File: src/rtl/riscv_mem_pkg.sv
// Shared types for the riscv_core memory-port arbitration logic.
package riscv_mem_pkg;

   localparam int unsigned DEFAULT_XLEN = 32;

   typedef enum logic [1:0] {
      IDLE    = 2'd0,
      WAIT_IF = 2'd1,
      WAIT_LS = 2'd2
   } arb_state_t;

   typedef enum logic {
      OWN_IF = 1'b0,
      OWN_LS = 1'b1
   } owner_t;

endpackage

File: src/rtl/arb_streak_counter.sv
// Saturating count of consecutive LS grants taken while IF was waiting.
module arb_streak_counter #(
   parameter int unsigned MAX = 4
) (
   input  logic clk,
   input  logic rst_n,
   input  logic inc,
   input  logic clr,
   output logic sat
);

   localparam int unsigned W = (MAX > 0) ? $clog2(MAX + 1) : 1;

   logic [W-1:0] cnt;
   logic [W-1:0] cnt_nx;

   // clr wins over inc; the count holds once it reaches MAX
   always_comb begin
      cnt_nx = cnt;
      if (clr) begin
         cnt_nx = '0;
      end else if (inc && (cnt != W'(MAX))) begin
         cnt_nx = cnt + W'(1);
      end
   end

   always_ff @(posedge clk or negedge rst_n) begin
      if (!rst_n) begin
         cnt <= '0;
         sat <= 1'b0;
      end else begin
         cnt <= cnt_nx;
         sat <= (cnt_nx == W'(MAX));
      end
   end

endmodule

File: src/rtl/mem_port_arbiter.sv
// Shares the core's single memory port between instruction fetch and load/store,
// one outstanding transaction at a time, LS-priority with an IF anti-starvation limit.
module mem_port_arbiter
   import riscv_mem_pkg::*;
#(
   parameter int unsigned XLEN          = DEFAULT_XLEN,
   parameter int unsigned MAX_LS_STREAK = 4,
   parameter int unsigned TIMEOUT       = 64
) (
   input  logic              clk,
   input  logic              reset,
   input  logic              if_req,
   input  logic [XLEN-1:0]   if_addr,
   output logic              if_gnt,
   output logic              if_rvalid,
   output logic [XLEN-1:0]   if_rdata,
   input  logic              ls_req,
   input  logic              ls_we,
   input  logic [XLEN-1:0]   ls_addr,
   input  logic [XLEN-1:0]   ls_wdata,
   input  logic [XLEN/8-1:0] ls_be,
   output logic              ls_gnt,
   output logic              ls_rvalid,
   output logic [XLEN-1:0]   ls_rdata,
   output logic              mem_req,
   output logic              mem_we,
   output logic [XLEN-1:0]   mem_addr,
   output logic [XLEN-1:0]   mem_wdata,
   output logic [XLEN/8-1:0] mem_be,
   input  logic              mem_gnt,
   input  logic              mem_rvalid,
   input  logic [XLEN-1:0]   mem_rdata,
   output logic              busy,
   output logic              err
);

   localparam int unsigned CW = (TIMEOUT > 2) ? $clog2(TIMEOUT) : 1;

   arb_state_t    state;
   arb_state_t    state_nx;
   logic [CW-1:0] wait_cnt;
   logic [CW-1:0] wait_cnt_nx;
   logic          wr_q;
   logic          wr_nx;
   owner_t        owner;
   logic          streak_sat;
   logic          streak_inc;
   logic          streak_clr;
   logic          wait_expired;

   arb_streak_counter #(
      .MAX (MAX_LS_STREAK)
   ) u_streak (
      .clk   (clk),
      .rst_n (reset),
      .inc   (streak_inc),
      .clr   (streak_clr),
      .sat   (streak_sat)
   );

   always_ff @(posedge clk or negedge reset) begin
      if (!reset) begin
         state    <= IDLE;
         wait_cnt <= '0;
         wr_q     <= 1'b0;
      end else begin
         state    <= state_nx;
         wait_cnt <= wait_cnt_nx;
         wr_q     <= wr_nx;
      end
   end

   // Arbitration, payload mux and response demux; port outputs follow mem_* directly
   always_comb begin
      if_gnt      = 1'b0;
      if_rvalid   = 1'b0;
      if_rdata    = '0;
      ls_gnt      = 1'b0;
      ls_rvalid   = 1'b0;
      ls_rdata    = '0;
      mem_req     = 1'b0;
      mem_we      = 1'b0;
      mem_addr    = '0;
      mem_wdata   = '0;
      mem_be      = '0;
      err         = 1'b0;
      busy        = (state != IDLE);
      streak_inc  = 1'b0;
      streak_clr  = 1'b0;
      state_nx    = state;
      wait_cnt_nx = '0;
      wr_nx       = wr_q;
      owner        = (ls_req && !(if_req && streak_sat)) ? OWN_LS : OWN_IF;
      wait_expired = (wait_cnt == CW'(TIMEOUT - 1));

      unique case (state)
         IDLE: begin
            mem_req = ls_req | if_req;
            // a response with nothing outstanding is reported and dropped
            err     = mem_rvalid;
            if (owner == OWN_LS) begin
               mem_we    = ls_we;
               mem_addr  = ls_addr;
               mem_wdata = ls_wdata;
               mem_be    = ls_be;
               ls_gnt    = mem_gnt;
            end else begin
               mem_addr  = if_addr;
               mem_be    = '1;
               if_gnt    = mem_gnt & if_req;
            end
            streak_inc = ls_gnt & if_req;
            streak_clr = if_gnt | (ls_gnt & ~if_req);
            if (ls_gnt) begin
               state_nx = WAIT_LS;
               wr_nx    = ls_we;
            end else if (if_gnt) begin
               state_nx = WAIT_IF;
               wr_nx    = 1'b0;
            end
         end

         WAIT_IF: begin
            wait_cnt_nx = wait_cnt + CW'(1);
            if (mem_rvalid) begin
               if_rvalid   = 1'b1;
               if_rdata    = mem_rdata;
               state_nx    = IDLE;
               wait_cnt_nx = '0;
            end else if (wait_expired) begin
               if_rvalid   = 1'b1;
               err         = 1'b1;
               state_nx    = IDLE;
               wait_cnt_nx = '0;
            end
         end

         WAIT_LS: begin
            wait_cnt_nx = wait_cnt + CW'(1);
            if (mem_rvalid) begin
               ls_rvalid   = 1'b1;
               ls_rdata    = wr_q ? '0 : mem_rdata;
               state_nx    = IDLE;
               wait_cnt_nx = '0;
            end else if (wait_expired) begin
               ls_rvalid   = 1'b1;
               err         = 1'b1;
               state_nx    = IDLE;
               wait_cnt_nx = '0;
            end
         end

         default: begin
            state_nx = IDLE;
         end
      endcase

      // reset silences the port immediately, even with requests still high
      if (!reset) begin
         if_gnt     = 1'b0;
         if_rvalid  = 1'b0;
         if_rdata   = '0;
         ls_gnt     = 1'b0;
         ls_rvalid  = 1'b0;
         ls_rdata   = '0;
         mem_req    = 1'b0;
         mem_we     = 1'b0;
         mem_addr   = '0;
         mem_wdata  = '0;
         mem_be     = '0;
         err        = 1'b0;
         busy       = 1'b0;
         streak_inc = 1'b0;
         streak_clr = 1'b0;
      end
   end

endmodule

File: config.mk
export PLATFORM = sky130hd
export DESIGN_NAME = mem_port_arbiter
export DESIGN_NICKNAME = d
export VERILOG_FILES = /design/src/rtl/riscv_mem_pkg.sv /design/src/rtl/arb_streak_counter.sv /design/src/rtl/mem_port_arbiter.sv
export SDC_FILE = /design/constraint.sdc
export NUM_CORES = 1
export LEC_CHECK = 0
export ABC_AREA = 1
export BUFFER_PORTS_ARGS = -buffer_cell sky130_fd_sc_hd__clkbuf_2
export CORE_AREA = 2 2 108 110
export CTS_CLUSTER_DIAMETER = 60
export CTS_CLUSTER_SIZE = 25
export DETAILED_ROUTE_END_ITERATION = 8
export DIE_AREA = 0 0 110 112
export PLACE_DENSITY = 0.56
export RECOVER_POWER = 25
export SLEW_MARGIN = 20
export SYNTH_ARGS = -nofsm -noshare
export SYNTH_HDL_FRONTEND = slang
export SYNTH_HIERARCHICAL = 1
export SYNTH_SLANG_ARGS = --single-unit
File: constraint.sdc
create_clock -name clk -period 1.7 [get_ports clk]
set_input_delay 0.51 -clock clk [delete_from_list [all_inputs] [get_ports clk]]
set_output_delay 0.51 -clock clk [all_outputs]
set_load 0.01 [all_outputs]
Word level (Yosys, flattened, before mapping)
Index checks and enable logic that the tools add are counted.
{"block": "word_totals", "inputBits": 139, "regBits": 13}
{"block": "classes", "n_reduce_logical": 10, "add_sub_neg": 2, "eq_ne": 7, "n_mux": 56, "bitwise": 6}
{"op": "$mux W32", "n": 13}
{"op": "$mux W1", "n": 29}
{"op": "$mux W6", "n": 3}
{"op": "$mux W4", "n": 3}
{"op": "$mux W2", "n": 4}
{"op": "$add A6 B1 Y6 const B", "n": 1}
{"op": "$eq A6 B6 Y1 const B", "n": 1}
{"op": "$mux W3", "n": 2}
{"op": "$ne A3 B3 Y1 const B", "n": 2}
{"op": "$pmux W2 S2", "n": 1}
{"op": "$reduce_and A2 Y1", "n": 2}
{"op": "$reduce_bool A2 Y1", "n": 2}
{"op": "$add A3 B1 Y3 const B", "n": 1}
{"op": "$and A1 B1 Y1", "n": 3}
{"op": "$eq A3 B3 Y1 const B", "n": 1}
{"op": "$logic_and A1 B1 Y1", "n": 3}
{"op": "$ne A3 B1 Y1 const B", "n": 1}
{"op": "$eq A2 B1 Y1 const B", "n": 1}
{"op": "$eq A2 B2 Y1 const B", "n": 1}
{"op": "$logic_not A2 Y1", "n": 1}
{"op": "$or A1 B1 Y1", "n": 2}
{"op": "$pmux W1 S2", "n": 1}
{"op": "$reduce_or A2 Y1", "n": 1}
{"op": "$logic_not A1 Y1", "n": 1}
{"op": "$not A1 Y1", "n": 1}

Longest topological paths before layout
Gate-level depths: netlist (run 1).
{"block": "depth", "depth_word": 13, "mapped_depth": 11}

By module
Netlist (run 1), hierarchy kept.
{"module": "mem_port_arbiter", "instances": 1, "seq_area_each_um2": 225.2, "cells_each": 376, "area_per_inst_um2": 1851.8}
{"module": "arb_streak_counter", "instances": 1, "seq_area_each_um2": 100.1, "cells_each": 28, "area_per_inst_um2": 237.7}

Least setup slack after synthesis (run 1)
OpenSTA, ideal clock, no wires.
{"block": "synth_path", "path_kind": "reg2out", "startpoint": "register state[0]", "endpoint": "output port mem_addr[10]", "stages_incl_launch_ff": 8, "path_buffers": 1, "slack_ns": -0.087, "required_ns": 1.190, "arrival_ns": 1.277, "path_cell_list": "dfrtp_1 -> inv_1 -> ha_1 -> nand2_2 -> inv_4 -> buf_2 -> o21ai_0 -> nor2_1"}
{"block": "synth_via", "elab_chain_cells": 3}
{"element": "start, declared", "line_no": "mem_port_arbiter.sv:39", "rtl": "arb_state_t state;"}
{"element": "start signal, assigned", "line_no": "mem_port_arbiter.sv:67", "rtl": "state <= state_nx;"}
{"element": "$logic_not A2 Y1", "line_no": "mem_port_arbiter.sv:96", "rtl": "unique case (state)"}
{"element": "$mux W32", "line_no": "mem_port_arbiter.sv:96"}
{"element": "$mux W32", "line_no": "mem_port_arbiter.sv:159", "rtl": "if (!reset) begin"}
{"element": "end, declared", "line_no": "mem_port_arbiter.sv:27", "rtl": "output logic [XLEN-1:0] mem_addr,"}
Every way passes these cells.

Worst setup path in the final report (run 1)
{"block": "layout_path", "startpoint": "register state[0]", "endpoint": "output port ls_rdata[21]"}
{"block": "layout_via", "elab_chain_cells": 3}
{"element": "$eq A2 B2 Y1", "line_no": "mem_port_arbiter.sv:96"}
{"element": "$mux W32", "line_no": "mem_port_arbiter.sv:96"}
{"element": "$mux W32", "line_no": "mem_port_arbiter.sv:159"}
{"element": "end, declared", "line_no": "mem_port_arbiter.sv:24", "rtl": "output logic [XLEN-1:0] ls_rdata,"}
Every way passes these cells.

==> results.yml, run 1 <==
routing:
  wl_per_cell_um: 13.5
  via_count: 3693
  drt_wl_total_um: 11700
  dr.pass1.iters: 4
  avgViaCountPerCell: 4.28
  postRouteAntennaNets: 0
  first_iter_violations: 183
  route.detailed.drc: 0
clocking:
  cts_sinks: 13
  cts-hold-fix-buffers: 0
  numCtsBuffers: 3
  max-clock-path-buffers: 2
  clk_latency_ns: 0.24
  cts_tree: "yes"
  cts_root_buffer: "clkbuf_16"
  cts-htree-levels: 1
  clk_pin_slew_ns: 0.04
timing:
  hold_violations: 0
  clock_skew_ns: 0.00251
  fin_crit_ns: 2.08
  final.setup.tns_ns: -42.00
  min_period_over_period_pct: 123
  setup_viol: 141
  rsz0062_at_grt: "true"
  slew_viol_final: 0
  fin_ws_ns: -0.384
  slew_headroom_pct: 79.7
  whs_ns: 0.206
  clock.fmax_mhz: 480
  tightest_slew_ns: 0.301
global_route:
  grt_overflow_total: 0
  track_usage_pct: 15.7
  antenna_found_initial: 0
  grt_pass1_wl_um: 15600
  grt_pass1_vias: 3259
  grt_start_max_net_pins: 40
placement:
  dpl_cell_area_mm2: 0.00389
  port_buffers: 278
  gp_congestion: 0.862
  place_inst: 839
  dp_hpwl_um: 8150
finish:
  fillers: 1145
  finalInstanceArea_mm2: 0.00521
  drive_gt1_share_pct: 64.9
  final_common_cell: "clkbuf_2"
  insertedDiodeCount: 0
  instances_no_fill: 863
  final_cell_mix: "157 x clkbuf_2, 101 x nor2_1, 82 x buf_2"
  area_growth_pct: 149
  multi_input_area_mm2: 0.00206
  final-seq-area_um2: 325
  layout.nets: 867
power_and_ir_drop:
  ir_worst_vdd_mv: 0.322
  p_sw_share_pct: 46.1
  power.density_mw_per_mm2: 782
  switchingPower_mw: 1.88
  report.power.total_mw: 4.08
  combPwrFrac_pct: 78.9
  pwr-share-clk_pct: 10.8
  pwr-share-seq_pct: 10.3
  cellInternalPower_mw: 2.20
  leakagePower_nw: 2.77
logic_synthesis:
  synth.distinct_cells: 27
  synth_nets: 550
  yosysWarningCount: 6
  synthesis.area_mm2: 0.00209
  postSynthAreaPerCell_um2: 5.17
  ys_seq_area_share_pct: 15.6
  syn_inst: 404
  ys_ff_latch: 13
floorplan:
  rows: 39
  die_w_um: 110
  design.core.area_mm2: 0.0112
  pin_count: 279
  fp.dieH_um: 112
  start_util_pct: 18.7
  die_area_mm2: 0.0123
setup_path:
  cp.required_ns: 1.19
  criticalPathCategory: "flop to output port"
  end_kind: "output port"
  critPathLaunchType: "flop"
  worstPathArrival_ns: 1.57
  critPathMaxFanout: 8
status:
  violations: "negative setup slack"
  status: "finished, violations left"
hold_path:
  hold_path.class: "primary input to asynchronous set/reset pin"
flow_run:
  maxCapViolations: 0
registers in the layout (all words and copies together), names as in the netlist:
name	count
state	2
u_streak/cnt	3
u_streak/sat	1
wait_cnt	6
wr_q	1
stage by stage:
step	worst slack [ns]	utilization (%)
5_1_grt	-0.435	46.6
2_1_floorplan	-0.0398	-
4_1_cts	-0.362	39.9
3_3_place_gp	-0.309	34.8
6_report	-0.384	46.6
3_5_place_dp	-0.302	34.8
power groups by stage:
| stage | sequential, mW | clock, mW | combinational (mW) |
|---|---|---|---|
| after floorplan | 0.423 | 0 | 1.22 |
| after global placement | 0.419 | 0 | 2.19 |
| after detailed placement | 0.421 | 0 | 2.19 |
| after CTS | 0.419 | 0.459 | 2.68 |
| after global routing | 0.427 | 0.476 | 3.49 |
| final | 0.418 | 0.441 | 3.22 |
Yosys cell counts (all sizes together):
master,instances,area [um2]
nor2,179,689
nand2,88,348
o21ai,40,200
inv,27,106
buf,21,149
dfrtp,13,325
nand3,13,80.1
ha,7,87.6
clkbuf,6,22.5
a21oi,2,10.0
nor3,2,10.0
o21bai,2,26.3
nand4,1,6.26
nor3b,1,7.51
o22ai,1,12.5
xor2,1,8.76
critical path, stage by stage, from the launching register on:
cell and delay, ns:
dfrtp_1 0.38, inv_2 0.09, buf_6 0.10, ha_4 0.13, nand3_4 0.17, clkbuf_16 0.24, nor2_1 0.08, buf_2 0.13
cell families after synthesis:
family,Yosys count,synth area share (%)
and+or+nand+nor,284,54.6
buffers and inverters,54,13.3
AOI/OAI and AO/OA,45,11.9
DFF,13,15.6
adders and majority gates,7,4.19
xor gates and xnor gates,1,0.419
final timing paths:
kind / end / slack (ns) / cells past startpoint / start
max reg2reg: u_streak/sat / -0.02 / 11 / state[0]
max in group asynchronous: wait_cnt[1] / 1.15 / 4 / reset
min in group clk: wr_q / 0.52 / 3 / ls_we
min reg2reg: wait_cnt[0] / 0.52 / 2 / wait_cnt[0]
min: u_streak/cnt[0] / 0.21 / 2 / reset
max: ls_rdata[21] / -0.38 / 7 / state[0]
area by class of cell:
class / count / share of cell area [%]
clock buffers: 4 / 1.51
inverters: 27 / 2.23
multi-input cells: 337 / 39.5
flip-flops and latches: 13 / 6.25
well taps: 143 / 3.44
repair buffers: 335 / 45.9
repair inverters: 4 / 1.15
timing repair:
item | CTS | global route
setup endpoints to repair | 144 | 144
buffers inserted | 2 | 6
gates cloned | 7 | 6
hold endpoints to repair | 0 | 0
resized for setup | 116 | 238
pin swaps | 10 | 25
per-layer routing:
layer	track usage, %	vias up	wire length [um]
met5	0	-	0
li1	-	1873	-
met3	2.69	10	970
met2	30.3	185	6280
met4	3.12	0	113
met1	17.6	1625	4300
Power figures use the tool's default switching activity.
==> run 2, diff against run 1 <==
--- a/config.mk
+++ b/config.mk
@@ -5,14 +5,13 @@
 export SDC_FILE = /design/constraint.sdc
 export NUM_CORES = 1
 export LEC_CHECK = 0
-export ABC_AREA = 1
 export BUFFER_PORTS_ARGS = -buffer_cell sky130_fd_sc_hd__clkbuf_2
-export CORE_AREA = 2 2 108 110
+export CORE_AREA = 2 2 109 111
 export CTS_CLUSTER_DIAMETER = 60
 export CTS_CLUSTER_SIZE = 25
 export DETAILED_ROUTE_END_ITERATION = 8
-export DIE_AREA = 0 0 110 112
-export PLACE_DENSITY = 0.56
+export DIE_AREA = 0 0 111 113
+export PLACE_DENSITY = 0.54
 export RECOVER_POWER = 25
 export SLEW_MARGIN = 20
 export SYNTH_ARGS = -nofsm -noshare
==> run 2 against run 1 <==
  * The flow still finishes with violations (negative setup slack)
  * Sequential cell count is the same
  * Cell area grew 6.6%
  * Fmax shrank 2.3%
  * Area after synthesis shrank 7.4%
==> results.yml, run 2 <==
status:
  status: "finished, violations left"
  violations: "negative setup slack"
clocking:
  cts-hold-fix-buffers: 0
  max-clock-path-buffers: 2
  numCtsBuffers: 3
  cts_sinks: 13
  cts_root_buffer: "clkbuf_16"
  clk_latency_ns: 0.24
  clk_pin_slew_ns: 0.05
  cts-htree-levels: 1
  cts_tree: "yes"
setup_path:
  cp-startpoint: "state[0]"
  path_cells: "inv_2 -> ha_4 -> nand2_4 -> or2_4 -> buf_16 -> nor2_4 -> buf_6"
  critPathSlowestCell: "dfrtp_1"
  max_stage_delay_ns: 0.38
  r2r_cells: 10
  crit_buf_inv: 3
  critPathMaxFanout: 5
  criticalPathCategory: "flop to output port"
  rr_endpoint: "u_streak/sat"
  reg2reg_from: "state[1]"
  r2r_slack_ns: -0.19
  cp-endpoint: "ls_rdata[11]"
  critPathTopFamily: "simple AND/OR/NAND/NOR gates"
  end_kind: "output port"
  cp.required_ns: 1.19
  worstPathArrival_ns: 1.62
  critPathLaunchType: "flop"
  path_depth: 7
routing:
  postRouteAntennaNets: 0
  drt_wl_total_um: 11600
  via_count: 3501
  avgViaCountPerCell: 4.32
  first_iter_violations: 117
  dr.pass1.iters: 4
  route.detailed.drc: 0
  wl_per_cell_um: 14.3
placement:
  port_buffers: 278
  gp_congestion: 0.835
  dpl_cell_area_mm2: 0.00415
  dpl_worst_slack_ns: -0.304
  dp_hpwl_um: 8020
finish:
  fillers: 1029
  layout.nets: 814
  multi_input_area_mm2: 0.00226
  drive_gt1_share_pct: 70.8
  top_register: "wait_cnt"
  largest_register_ffs: 6
  insertedDiodeCount: 0
  final-seq-area_um2: 325
  area_growth_pct: 187
  finalInstanceArea_mm2: 0.00555
  reg.largest.list: "wait_cnt x6, u_streak/cnt x3, state x2"
  final_cell_mix: "147 x clkbuf_2, 102 x nand2_1, 76 x buf_6"
  final_common_cell: "clkbuf_2"
global_route:
  grt_start_max_net_pins: 34
  grt_pass1_wl_um: 16300
  grt_pass1_vias: 3451
  track_usage_pct: 15.3
  grt_overflow_total: 0
  antenna_found_initial: 0
power_and_ir_drop:
  report.power.total_mw: 4.22
  ir_worst_vdd_mv: 0.457
  leakagePower_nw: 2.73
  power.density_mw_per_mm2: 761
logic_synthesis:
  synth_top_cell_area_share_pct: 20.6
  ys_async_sr_fraction_pct: 100
  ys_seq_area_share_pct: 16.8
  synth.distinct_cells: 37
  ys.flop_type: "dfrtp_1"
  synth.area.top_cells: "nand2_1 21%, nor2_1 17%, dfrtp_1 17%"
  syn_inst: 346
  postSynthAreaPerCell_um2: 5.59
  yosysWarningCount: 6
  synth_nets: 492
  yosysMostFrequentCell: "nand2_1"
  synth_commonest_cells: "106 x nand2_1, 88 x nor2_1, 35 x a21oi_1"
  synth_edf_count: 0
  ys_ff_latch: 13
  synth_top_area_cell: "nand2_1"
  synthesis.area_mm2: 0.00194
floorplan:
  design.core.area_mm2: 0.0113
  pin_count: 279
  rows: 39
  die_w_um: 111
  die_area_mm2: 0.0125
  fp.dieH_um: 113
  start_util_pct: 17.2
timing:
  whs_ns: 0.579
  setup_viol: 144
  slew_headroom_pct: 52.3
  slew_viol_final: 0
  tightest_slew_ns: 0.715
  clock_skew_ns: 0.00405
  hold_violations: 0
  rsz0062_at_grt: "true"
  fin_ws_ns: -0.432
  min_period_over_period_pct: 125
  final.setup.tns_ns: -50.46
  fin_crit_ns: 2.13
  clock.fmax_mhz: 469
flow_run:
  maxCapViolations: 0
hold_path:
  hold_path.class: "flop to flop"
[run 2: layer usage]
layer / wire (um) / global-route usage [%] / part of all wire, %
met1: 4280 / 16.8 / 37
met2: 6390 / 30.9 / 55
met3: 785 / 2.57 / 6.8
met4: 138 / 2.92 / 1.2
met5: 0 / 0 / 0
[run 2: final cells by class]
cell class                      instances  area share (%)
Clock buffer                            4            1.42
Inverter                                6           0.406
Multi-Input combinational cell        304            40.8
Sequential cell                        13            5.86
Tap cell                              143            3.22
Timing Repair Buffer                  340            48.3
[run 2: worst min-delay path by stage]
stage | depth (start not counted) | to | start | slack (ns)
after floorplan | 0 | state[0] | reset | 0.21
after global routing | 2 | wr_q | wr_q | 0.63
after CTS | 3 | wait_cnt[4] | reset | 0.49
after global placement | 2 | wr_q | wr_q | 0.49
after detailed placement | 2 | wr_q | wr_q | 0.51
final | 2 | u_streak/cnt[1] | u_streak/cnt[1] | 0.58
[run 2: kinds of logic (layout without fill, tap and decap cells)]
| family | after synthesis | after routing | synth area share (%) |
|---|---|---|---|
| AND/OR/NAND/NOR | 245 | 246 | 55.1 |
| adder cells (fa/ha/maj) | 7 | 7 | 4.52 |
| XOR/XNOR | 4 | 4 | 1.81 |
| flip-flops | 13 | 13 | 16.8 |
| multiplexers | 1 | 1 | 0.517 |
| buffers and inverters | 30 | 350 | 7.24 |
| AO/OA/AOI/OAI | 46 | 46 | 14.0 |
[run 2: report_power, final]
part | internal (mW) | leakage [nW] | switching (mW)
logic | 1.70 | 2.52 | 1.64
clock network | 0.315 | 0.0382 | 0.120
registers | 0.375 | 0.177 | 0.0712
total | 2.39 | 2.73 | 1.83
[run 2: repair_timing]
item                                    CTS  global route
endpoints found under the setup margin  144           145
gates resized for setup                  57           275
pin swaps                                 6            44
cloned                                    7             8
setup buffers                             1            11
[run 2: worst reg2reg max path, stage by stage, from the launching register on]
cell	delay, ns
dfrtp_1	0.43
inv_2	0.11
ha_4	0.16
nand2_8	0.08
buf_6	0.14
clkbuf_16	0.16
nor3_4	0.17
buf_4	0.13
and4b_1	0.22
nor3_2	0.06
o21a_1	0.12
[run 2: metrics by stage]
stage                     cells  utilization (%)
after floorplan             346                -
after global placement      782             36.8
after detailed placement    782             36.8
after CTS                   794             41.0
after global routing        810             49.3
final                       810             49.3
==> run 3, diff against run 2 <==
--- a/config.mk
+++ b/config.mk
@@ -7,12 +7,14 @@
 export LEC_CHECK = 0
 export BUFFER_PORTS_ARGS = -buffer_cell sky130_fd_sc_hd__clkbuf_2
 export CORE_AREA = 2 2 109 111
+export CTS_BUF_LIST = sky130_fd_sc_hd__clkbuf_4 sky130_fd_sc_hd__clkbuf_8
 export CTS_CLUSTER_DIAMETER = 60
 export CTS_CLUSTER_SIZE = 25
 export DETAILED_ROUTE_END_ITERATION = 8
 export DIE_AREA = 0 0 111 113
 export PLACE_DENSITY = 0.54
 export RECOVER_POWER = 25
+export SETUP_SLACK_MARGIN = 0.5
 export SLEW_MARGIN = 20
 export SYNTH_ARGS = -nofsm -noshare
 export SYNTH_HDL_FRONTEND = slang
==> run 3 against run 2 <==
  * The flow still finishes with violations (negative setup slack)
  * Critical path depth unchanged
  * Clock power shrank 34%
  * Count of clock-buffer cells in the layout is the same
  * Combinational power is 9.0% lower
  * Register-to-register slack improved by 0.16 ns
  * Final cell count unchanged
  * Wire length down 5.4%
  * Cell area down 0.95%
  * Sequential share of layout area grew 0.056 points
  * Critical endpoint is now ls_rdata[10]
==> results.yml, run 3 (same netlist as run 2, synthesis figures left out) <==
finish:
  layout.nets: 814
  insertedDiodeCount: 0
  reg.largest.list: "wait_cnt x6, u_streak/cnt x3, state x2"
  final_cell_mix: "218 x clkbuf_2, 65 x nor2_4, 47 x nand2_1"
  area_growth_pct: 184
  utilization_pct: 48.8
  largest_register_ffs: 6
  instances_no_fill: 810
  top_register: "wait_cnt"
  finalInstanceArea_mm2: 0.00550
  final_common_cell: "clkbuf_2"
  drive_gt1_share_pct: 80.2
setup_path:
  rr_endpoint: "u_streak/sat"
  end_kind: "output port"
  reg2reg_from: "state[1]"
  worstPathArrival_ns: 1.61
  critPathLaunchType: "flop"
  r2r_slack_ns: -0.03
  r2r_cells: 9
  crit_buf_inv: 3
  cp.required_ns: 1.19
  max_stage_delay_ns: 0.38
  path_cells: "inv_2 -> ha_2 -> nand2_2 -> or2_4 -> buf_12 -> nor2_4 -> buf_6"
  critPathSlowestCell: "dfrtp_1"
  critPathMaxFanout: 8
  criticalPathCategory: "flop to output port"
  critPathTopFamily: "simple AND/OR/NAND/NOR gates"
timing:
  clock.fmax_mhz: 471
  tightest_slew_ns: 0.437
  fin_ws_ns: -0.424
  min_period_over_period_pct: 125
  rsz0062_at_grt: "true"
  slew_headroom_pct: 70.8
  clock_skew_ns: 0.00214
  fin_crit_ns: 2.12
  final.setup.tns_ns: -50.27
  hold_violations: 0
  slew_viol_final: 0
  setup_viol: 142
  whs_ns: 0.260
floorplan:
  start_util_pct: 17.2
  pin_count: 279
  die_area_mm2: 0.0125
  rows: 39
  fp.dieH_um: 113
  die_w_um: 111
  design.core.area_mm2: 0.0113
global_route:
  grt_start_max_net_pins: 33
  antenna_found_initial: 0
  grt_overflow_total: 0
  track_usage_pct: 16.0
  grt_pass1_vias: 3402
  grt_pass1_wl_um: 16600
routing:
  wl_per_cell_um: 13.5
  route.detailed.drc: 0
  first_iter_violations: 98
  dr.pass1.iters: 4
  postRouteAntennaNets: 0
  via_count: 3535
  avgViaCountPerCell: 4.36
  drt_wl_total_um: 11000
placement:
  dpl_worst_slack_ns: -0.301
  port_buffers: 278
  dp_hpwl_um: 8960
  dpl_cell_area_mm2: 0.00469
  gp_congestion: 0.841
  place_inst: 785
clocking:
  clk_latency_ns: 0.24
  numCtsBuffers: 3
  clk_pin_slew_ns: 0.05
  cts-hold-fix-buffers: 0
  cts_root_buffer: "clkbuf_8"
  cts-htree-levels: 1
  max-clock-path-buffers: 2
  cts_sinks: 13
  cts_tree: "yes"
power_and_ir_drop:
  ir_worst_vdd_mv: 0.344
  report.power.total_mw: 3.76
  power.density_mw_per_mm2: 683
  leakagePower_nw: 2.74
flow_run:
  maxCapViolations: 0
status:
  violations: "negative setup slack"
  status: "finished, violations left"
hold_path:
  hold_path.class: "primary input to asynchronous set/reset pin"
[run 3: worst register-to-register path, delay by kind of cell (launching register included)]
kind / cells / cell delay, ns
AND/OR/NAND/NOR: 4 / 0.53
flip-flops: 1 / 0.40
buffers and inverters: 3 / 0.37
adder cells (fa/ha/maj): 1 / 0.20
AO/OA/AOI/OAI: 1 / 0.11
[run 3: timing repair]
item | in CTS | in global routing
setup buffers | 4 | 10
gates resized for setup | 24 | 137
cloned | 5 | 2
pin swaps | 6 | 25
hold endpoints to repair | 0 | 0
endpoints found under the setup margin | 151 | 151
[run 3: cell type report]
type | count | area, um2
flip-flops and latches | 13 | 325
clock buffers | 4 | 48.8
well taps | 143 | 179
fillers | 1087 | 5770
repair buffers | 341 | 2430
inverters | 6 | 22.5
multi-input cells | 303 | 2490
[run 3: worst max path at each step]
stage / end / cells after the start / from
6_report: ls_rdata[10] / 7 / state[0]
4_1_cts: ls_rdata[6] / 7 / state[0]
2_1_floorplan: ls_rdata[10] / 7 / state[0]
5_1_grt: ls_rdata[10] / 7 / state[0]
3_3_place_gp: mem_addr[3] / 6 / if_req
3_5_place_dp: mem_addr[3] / 6 / if_req
[run 3: report_power, final]
part	total [mW]	leakage (nW)	internal, mW	switching, mW
Sequential	0.429	0.177	0.374	0.0552
Combinational	3.04	2.54	1.47	1.57
Clock	0.288	0.0262	0.181	0.107
[run 3: metal layers]
metal / global-route usage [%] / vias up / part of all wire [%]
li1: - / 1731 / -
met1: 17.4 / 1625 / 34
met2: 31.8 / 166 / 56
met3: 3.37 / 13 / 8.0
met4: 3.00 / 0 / 1.4
met5: 0 / - / 0
